[config.mk]
export PLATFORM = sky130hd
export DESIGN_NAME = adf4159_ctrl_top
export DESIGN_NICKNAME = d
export VERILOG_FILES = /design/src/rtl/adf4159_ctrl_top.sv
export SDC_FILE = /design/constraint.sdc
export NUM_CORES = 1
export LEC_CHECK = 0
export ABC_AREA = 1
export BUFFER_PORTS_ARGS = -buffer_cell sky130_fd_sc_hd__buf_2
export CAP_MARGIN = 20
export CELL_PAD_IN_SITES_DETAIL_PLACEMENT = 1
export CELL_PAD_IN_SITES_GLOBAL_PLACEMENT = 1
export CORE_UTILIZATION = 30
export CTS_BUF_LIST = sky130_fd_sc_hd__clkbuf_4
export DETAILED_ROUTE_END_ITERATION = 10
export PLACE_DENSITY_LB_ADDON = 0.25
export SYNTH_ARGS = -nofsm -noshare
export SYNTH_HDL_FRONTEND = slang
export SYNTH_SLANG_ARGS = --single-unit
[constraint.sdc]
create_clock -name clk -period 1.6 [get_ports clk]
set_clock_uncertainty 0.1 [all_clocks]
set_input_delay 0.08 -clock clk [delete_from_list [all_inputs] [get_ports clk]]
set_output_delay 0.08 -clock clk [all_outputs]
set_load 0.02 [all_outputs]
[src/rtl/adf4159_ctrl_top.sv]
`default_nettype none
// ============================================================================
// Module   : adf4159_ctrl_top
// Brief    : SPI-slave command front end for six ADF4159 synthesizers plus an
//            LO preset port. Frequency commands become R1/R0 3-wire writes;
//            LO presets are applied on trigger edges; status goes out on MISO.
// Revision : 1.0  initial release
// ============================================================================
module adf4159_ctrl_top #(
  parameter int SCLK_HALF = 2,
  parameter int NUM_PLL   = 6
) (
  input  logic               clk,
  input  logic               rst_n,
  input  logic               spi_clk,
  input  logic               spi_cs,
  input  logic               spi_mosi,
  output logic               spi_miso,
  output logic [NUM_PLL-1:0] adf4159_clk,
  output logic [NUM_PLL-1:0] adf4159_data,
  output logic [NUM_PLL-1:0] adf4159_le,
  input  logic [NUM_PLL-1:0] pll_lock,
  input  logic               freq_trig1,
  input  logic               freq_trig2,
  output logic [7:0]         fs,
  output logic [7:0]         vctrl
);

  localparam int             CW       = $clog2(2 * SCLK_HALF);
  localparam logic [CW-1:0]  CNT_LAST = CW'(2 * SCLK_HALF - 1);
  localparam logic [CW-1:0]  CNT_HALF = CW'(SCLK_HALF);
  localparam int             SW       = NUM_PLL + 2;

  typedef enum logic [2:0] {
    S_IDLE, S_LOAD_R1, S_LOAD_R0, S_SHIFT, S_LATCH, S_GAP
  } state_t;

  // ---------------- synchronizers and edge detection -----------------------
  logic [2:0]         sclk_sync, cs_sync, trig1_sync, trig2_sync;
  logic [1:0]         mosi_sync;
  logic [NUM_PLL-1:0] lock_m, lock_s;

  // Two flops for metastability, a third to detect edges; SPI lines idle high.
  always_ff @(posedge clk or negedge rst_n) begin
    if (!rst_n) begin
      sclk_sync  <= 3'b111;
      cs_sync    <= 3'b111;
      mosi_sync  <= 2'b00;
      trig1_sync <= 3'b000;
      trig2_sync <= 3'b000;
      lock_m     <= '0;
      lock_s     <= '0;
    end else begin
      sclk_sync  <= {sclk_sync[1:0], spi_clk};
      cs_sync    <= {cs_sync[1:0], spi_cs};
      mosi_sync  <= {mosi_sync[0], spi_mosi};
      trig1_sync <= {trig1_sync[1:0], freq_trig1};
      trig2_sync <= {trig2_sync[1:0], freq_trig2};
      lock_m     <= pll_lock;
      lock_s     <= lock_m;
    end
  end

  logic sclk_rise, sclk_fall, cs_low, cs_fall, cs_rise, t1_rise, t2_rise;
  assign sclk_rise = sclk_sync[1] & ~sclk_sync[2];
  assign sclk_fall = ~sclk_sync[1] & sclk_sync[2];
  assign cs_low    = ~cs_sync[1];
  assign cs_fall   = ~cs_sync[1] & cs_sync[2];
  assign cs_rise   = cs_sync[1] & ~cs_sync[2];
  assign t1_rise   = trig1_sync[1] & ~trig1_sync[2];
  assign t2_rise   = trig2_sync[1] & ~trig2_sync[2];

  // ---------------- frame capture -------------------------------------------
  logic [49:0] frame;
  logic [5:0]  bit_cnt;

  // LSB-first shift: the first bit received ends up in frame[0].
  always_ff @(posedge clk or negedge rst_n) begin
    if (!rst_n) begin
      frame   <= '0;
      bit_cnt <= '0;
    end else if (cs_fall) begin
      bit_cnt <= '0;
    end else if (sclk_rise && cs_low) begin
      frame <= {mosi_sync[1], frame[49:1]};
      if (bit_cnt != 6'd63) bit_cnt <= bit_cnt + 6'd1;
    end
  end

  state_t state, state_nxt;
  logic   busy, frame_ok, chan_ok, is_freq, start, collide;
  logic [3:0] opcode, chan_f;

  assign busy     = (state != S_IDLE);
  assign opcode   = frame[3:0];
  assign chan_f   = frame[49:46];
  assign frame_ok = cs_rise && (bit_cnt == 6'd50);
  assign chan_ok  = ({28'd0, chan_f} < NUM_PLL);
  assign is_freq  = frame_ok && (opcode == 4'd2) && chan_ok;
  assign start    = is_freq && !busy;
  assign collide  = is_freq && busy;

  // ---------------- error flag, presets and LO outputs ----------------------
  logic       err;
  logic [7:0] p1_fs, p1_vc, p2_fs, p2_vc;

  // A rejected command on the same frame outranks the clear-on-read.
  always_ff @(posedge clk or negedge rst_n) begin
    if (!rst_n) begin
      err   <= 1'b0;
      p1_fs <= '0;
      p1_vc <= '0;
      p2_fs <= '0;
      p2_vc <= '0;
    end else begin
      if (collide)      err <= 1'b1;
      else if (cs_rise) err <= 1'b0;
      if (frame_ok && opcode == 4'd3) begin
        p1_fs <= frame[11:4];
        p1_vc <= frame[19:12];
      end
      if (frame_ok && opcode == 4'd4) begin
        p2_fs <= frame[11:4];
        p2_vc <= frame[19:12];
      end
    end
  end

  // Trigger 1 has priority when both edges land in the same cycle.
  always_ff @(posedge clk or negedge rst_n) begin
    if (!rst_n) begin
      fs    <= '0;
      vctrl <= '0;
    end else if (t1_rise) begin
      fs    <= p1_fs;
      vctrl <= p1_vc;
    end else if (t2_rise) begin
      fs    <= p2_fs;
      vctrl <= p2_vc;
    end
  end

  // ---------------- status readback -----------------------------------------
  logic [SW-1:0] status_sr, status_word;
  assign status_word = {err, busy, lock_s};

  // Snapshot at cs fall, then one bit per spi_clk fall; zeros shift in behind.
  always_ff @(posedge clk or negedge rst_n) begin
    if (!rst_n) begin
      spi_miso  <= 1'b0;
      status_sr <= '0;
    end else if (cs_fall) begin
      spi_miso  <= status_word[0];
      status_sr <= status_word >> 1;
    end else if (!cs_low) begin
      spi_miso  <= 1'b0;
    end else if (sclk_fall) begin
      spi_miso  <= status_sr[0];
      status_sr <= status_sr >> 1;
    end
  end

  // ---------------- register write sequencer --------------------------------
  logic [CW-1:0] cnt;
  logic [4:0]    bit_idx;
  logic [31:0]   shreg, word_r1, word_r0;
  logic [3:0]    sel;
  logic          phase_r0;
  logic          ser_clk, ser_data, ser_le;

  // State register.
  always_ff @(posedge clk or negedge rst_n) begin
    if (!rst_n) state <= S_IDLE;
    else        state <= state_nxt;
  end

  // Next-state and serial-line decode.
  always_comb begin
    state_nxt = state;
    ser_clk   = 1'b0;
    ser_data  = 1'b0;
    ser_le    = 1'b0;
    case (state)
      S_IDLE:    if (start) state_nxt = S_LOAD_R1;
      S_LOAD_R1: state_nxt = S_SHIFT;
      S_LOAD_R0: state_nxt = S_SHIFT;
      S_SHIFT: begin
        ser_clk  = (cnt >= CNT_HALF);
        ser_data = shreg[31];
        if (cnt == CNT_LAST && bit_idx == 5'd31) state_nxt = S_LATCH;
      end
      S_LATCH: begin
        ser_le = 1'b1;
        if (cnt == CNT_LAST) state_nxt = S_GAP;
      end
      S_GAP:     if (cnt == CNT_LAST) state_nxt = phase_r0 ? S_IDLE : S_LOAD_R0;
      default:   state_nxt = S_IDLE;
    endcase
  end

  // Sequencer datapath: command latch, bit timing and the 32-bit shifter.
  always_ff @(posedge clk or negedge rst_n) begin
    if (!rst_n) begin
      cnt      <= '0;
      bit_idx  <= '0;
      shreg    <= '0;
      word_r1  <= '0;
      word_r0  <= '0;
      sel      <= '0;
      phase_r0 <= 1'b0;
    end else begin
      case (state)
        S_IDLE: if (start) begin
          word_r1  <= {4'b0, frame[28:16], 12'b0, 3'b001};
          word_r0  <= {frame[45], frame[44:41], frame[15:4], frame[40:29], 3'b000};
          sel      <= chan_f;
          phase_r0 <= 1'b0;
        end
        S_LOAD_R1, S_LOAD_R0: begin
          shreg    <= (state == S_LOAD_R1) ? word_r1 : word_r0;
          cnt      <= '0;
          bit_idx  <= '0;
          phase_r0 <= (state == S_LOAD_R0);
        end
        S_SHIFT: begin
          if (cnt == CNT_LAST) begin
            cnt     <= '0;
            shreg   <= {shreg[30:0], 1'b0};
            bit_idx <= bit_idx + 5'd1;
          end else begin
            cnt <= cnt + 1'b1;
          end
        end
        default: cnt <= (cnt == CNT_LAST) ? '0 : cnt + 1'b1;
      endcase
    end
  end

  logic [NUM_PLL-1:0] sel_mask;
  genvar g;
  generate
    for (g = 0; g < NUM_PLL; g++) begin : g_chan_sel
      assign sel_mask[g] = (sel == 4'(g));
    end
  endgenerate

  // Registered pin drivers so the synthesizer sees glitch-free lines.
  always_ff @(posedge clk or negedge rst_n) begin
    if (!rst_n) begin
      adf4159_clk  <= '0;
      adf4159_data <= '0;
      adf4159_le   <= '0;
    end else begin
      adf4159_clk  <= ser_clk  ? sel_mask : '0;
      adf4159_data <= ser_data ? sel_mask : '0;
      adf4159_le   <= ser_le   ? sel_mask : '0;
    end
  end

endmodule
`default_nettype wire

**Yosys cells after proc, flatten, opt, wreduce, memory -nomap -nowiden**

Index checks and enable logic that the tools add are counted.

- ROM bits: 0
- Memories: 0
- Register bits: 248
- Input bits: 13
- Logic and storage cells: 135
- RAM bits: 0
- Latch bits: 0
- Output and inout bits: 35

- Add/subtract/negate cells: 3
- Divide/modulo/power cells: 0
- Eq/ne operators: 23
- Multiplexer cells: 36
- Magnitude comparators: 2
- Bitwise gates (word level): 13
- Multiply operators: 0
- Reduce and logical (&&, ||, !) cells: 29
- Shift operators: 0

Operators with widths:

| kind | number |
|---|---|
| 32-bit two-way mux | 2 |
| 32-bit case mux with 2 select lines | 1 |
| 8-bit two-way mux | 7 |
| 6-bit two-way mux | 6 |
| 4-bit by 2-bit == test with 1-bit output, second input constant | 4 |
| 3-bit case mux with 5 select lines | 1 |
| 2-bit nonzero test | 7 |
| 4-bit by 3-bit == test with 1-bit output, second input constant | 3 |
| 3-bit two-way mux | 4 |
| 2-bit AND reduction | 6 |
| 2-bit inequality test, second input constant | 5 |
| 5-bit case mux with 2 select lines | 1 |
| 1-bit logical AND | 9 |
| 1-bit two-way mux | 9 |
| 1-bit inverter | 7 |
| 6-bit by 1-bit adder with 6-bit output, second input constant | 1 |
| 1-bit AND | 6 |
| 3-bit by 2-bit == test with 1-bit output, second input constant | 2 |
| 3-bit == test, second input constant | 2 |
| 6-bit == test, second input constant | 1 |
| 6-bit inequality test, second input constant | 1 |
| 3-bit nonzero test | 2 |
| 5-bit by 1-bit adder with 5-bit output, second input constant | 1 |
| 5-bit == test, second input constant | 1 |
| 16 further kinds | 17 |

**Depth between registers and ports, before layout**

- Depth after elaboration: 8
- Depth in mapped cells: 9
- Mapped depth without buffers: 9

**Worst setup path after synthesis**

Ideal clock, no wire load.

- Path type: reg2reg
- Start point: reg bit_cnt[0]
- End point: reg word_r0[15]
- Clock period less this slack: 1612 ps
- Cell stages (with the launch flop): 10
- Required time: 1382 ps
- Arrival: 1394 ps
- Path buffers: 2
- Setup time: 118 ps
- Path slack: -12 ps
- Cell sequence: dfrtp_1 > inv_1 > ha_1 > nand3_1 > nor2_4 > nand4_2 > buf_6 > buf_6 > nand2_1 > o21ai_2

- Longest elaborated chain between the ends: 6

Ends and longest elaborated chain:

| item | line | RTL |
|---|---|---|
| start: declaration | 75 | `logic [5:0] bit_cnt;` |
| start signal: assignment | 86 | `if (bit_cnt != 6'd63) bit_cnt <= bit_cnt + 6'd1;` |
| 6-bit == test | 97 | `assign frame_ok = cs_rise && (bit_cnt == 6'd50);` |
| 1-bit logical AND | 97 |  |
| 1-bit logical AND (2 in series) | 99 | `assign is_freq = frame_ok && (opcode == 4'd2) && chan_ok;` |
| 1-bit logical AND | 100 | `assign start = is_freq && !busy;` |
| 2-bit AND reduction (no line) | - |  |
| end signal: assignment | 215 | `word_r0 <= {frame[45], frame[44:41], frame[15:4], frame[40:29], 3'b000};` |
| end: declaration | 166 | `logic [31:0] shreg, word_r1, word_r0;` |

Every way passes these cells.
A chain may end at the register's enable or synchronous reset.

**Final worst setup path**

- Start point: reg bit_cnt[0]
- End point: reg word_r0[22]

The elaborated chain is that of the path after synthesis.

==> flow_summary.json <==
{
  "wl_per_cell_um": 15.6,
  "worstPathArrival_ns": 2.27,
  "cts_sinks": 247,
  "grt_max_degree": 47,
  "ios": 48,
  "gp_congestion": 0.713,
  "drt_iter0_drc": 251,
  "syn_area_per_cell_um2": 9.59,
  "drtAntennaViolNets": 0,
  "vias": 7867,
  "rrSetupSlack_ns": -0.23,
  "seqCellArea_um2": 6190,
  "synth_cells": 1032,
  "setup_ws_ns": -0.231,
  "ir_drop_mv": 0.606,
  "port_buffers": 47,
  "hold_path.class": "flop to flop",
  "finalMaxSlewViolations": 0,
  "n_fill_cell": 3692,
  "utilization_pct": 42.0,
  "leakage_nw": 6.25,
  "grt_pass1_vias": 8301,
  "cts.clk_slew.worst_paths_ns": 0.06,
  "initial_utilization_pct": 30.4,
  "placed_area_um2": 11100,
  "synth_top_cells_by_count": "nand2_1, dfrtp_1, o21ai_0, inv_1, nor2_1",
  "synth-async-reset-ratio_pct": 100,
  "area_growth_pct": 38.0,
  "cts_buffers": 72,
  "crit_path_start_kind": "flop",
  "whs_ns": 0.245,
  "dr.pass1.iters": 4,
  "grt_pass1_wl_mm": 41.9,
  "violations": "negative setup slack",
  "synth_edf_count": 0,
  "p_per_area_nw_per_um2": 975,
  "grt.total_usage_pct": 15.4,
  "drive_above_1_share_pct": 34.8,
  "nNetsFinal": 1256,
  "row_count": 66,
  "max_cap_violations": 0,
  "multi_input_area_um2": 3640,
  "worst_slew_pin_slew_ns": 0.502,
  "dp.cells": 1532,
  "ys_warn_count": 0,
  "antenna_found_initial": 1,
  "ys_ff_latch": 247,
  "worstPathRequired_ns": 2.04,
  "final_cells": 1727,
  "fin_area_um2": 13700,
  "core_um2": 32500,
  "fmax_mhz": 546,
  "yosysTopAreaCellShare_pct": 60.9,
  "setup_viol_count_final": 96,
  "clockBufferDepth": 3,
  "insertion_delay_ns": 0.68,
  "drc": 0,
  "yosysMostFrequentCell": "nand2_1",
  "dp_hpwl_mm": 14.3,
  "crit_type": "flop to flop",
  "hold_viol": 0,
  "syn_nets": 1051,
  "rsz0062_at_grt": "yes",
  "syn_area_um2": 9900,
  "status": "finished with violations",
  "relSlewSlack_pct": 66.3,
  "cp_max_fo": 6,
  "synth_flop_cell": "dfrtp_1",
  "wirelength_mm": 27.0,
  "cp-end-kind": "flop",
  "cts_root_buffer": "clkbuf_4",
  "die_y_um": 184,
  "ys_seq_area_share_pct": 62.5,
  "synth_area_leaders": "dfrtp_1, nand2_1, o21ai_0",
  "fin_crit_sh_pct": 114,
  "synth_top_area_cell": "dfrtp_1",
  "cts_tree": "built",
  "grt_overflow_total": 0,
  "synth_cell_type_count": 29,
  "min_period_ns": 1.83,
  "via_per_inst": 4.56,
  "die-area_um2": 33700,
  "fp.dieW_um": 184,
  "h-tree-depth": 3
}
## report_power, final
part | internal [W] | leakage (nW) | switching [W]
combinational | 0.000323 | 2.36 | 0.000469
sequential | 0.00640 | 3.35 | 0.0000812
clock | 0.00330 | 0.537 | 0.00275
total | 0.0100 | 6.25 | 0.00330
## state kept, by name, summed over array words and instances, names as in the netlist, 7 cells and up
| signal | cells |
|---|---|
| p1_vc | 8 |
| status_sr | 7 |
| p2_vc | 8 |
| frame | 50 |
| word_r0 | 29 |
| fs | 8 |
| word_r1 | 14 |
| shreg | 32 |
| p1_fs | 8 |
| p2_fs | 8 |
| vctrl | 8 |
## cells by family after synthesis
logic type,Yosys count,share of synthesized area (%)
AO/OA/AOI/OAI,249,14.3
XOR/XNOR,1,0.0885
AND/OR/NAND/NOR,366,15.1
buffers and inverters,163,7.22
adder cells (fa/ha/maj),6,0.758
flip-flops,247,62.5
## critical path, cell delays in order, from the launching register on
cell and delay (ns):
dfrtp_1 0.40, inv_2 0.09, ha_4 0.14, nand3_4 0.08, nor2_4 0.20, nand4_4 0.19, buf_12 0.22, buf_16 0.15
nand2_2 0.07, o21ai_2 0.06
## metal layers
layer	share of wire [%]	GRT usage [%]	vias up
met2	50	24.8	105
met4	1.6	5.87	0
li1	-	-	3771
met1	46	20.0	3953
met5	0	0	-
met3	3.2	3.47	38
## metrics by stage
stage	TNS, ns	worst slack [ns]	power, W
final	-12.99	-0.231	0.0133
after global routing	-20.56	-0.313	0.0140
after CTS	-11.01	-0.180	0.0135
after detailed placement	-10.62	-0.305	0.00720
after global placement	-6.83	-0.231	0.00719
after floorplan	-0.0816	-0.00337	0.00682
## cell type report
cell class,instances,share of cell area (%)
Antenna cell,1,0.0183
Clock buffer,104,5.71
Clock inverter,17,0.952
Inverter,115,3.25
Multi-Input combinational cell,624,26.7
Sequential cell,247,45.3
Tap cell,442,4.05
Timing Repair Buffer,177,14.1
## path summary, 6_finish.rpt
kind                            startpoint           to  cells after the start
worst max-delay path            bit_cnt[0]  word_r0[22]                      9
worst min-delay path             lock_m[3]    lock_s[3]                      0
worst max register to register  bit_cnt[0]  word_r0[22]                      9
worst min register to register   lock_m[3]    lock_s[3]                      0
max in group asynchronous            rst_n     p1_fs[2]                      4
min in group asynchronous            rst_n     shreg[1]                      3
## placed cells by master (no fill, tap or decap), drive strengths merged, types with 4 or more instances in the layout
cell type,n
clkinv,13
inv,115
nand3,42
clkbuf,117
dfstp,6
o21ai,219
o211ai,14
dfrtp,241
dlygate4sd3,24
o21a,4
buf,140
o22ai,7
ha,6
a21oi,4
nor2,68
nand2,249
nand4,7
## repair_timing
| action | 4_1_cts | 5_1_grt |
|---|---|---|
| pin swaps | 4 | 15 |
| cloned | 7 | 21 |
| resized for setup | 57 | 202 |
| setup endpoints to repair | 152 | 137 |
| hold buffers | 24 | 0 |
| hold endpoints to repair | 258 | 0 |
| setup buffers | 9 | 16 |
(Power assumes the default switching activity.)
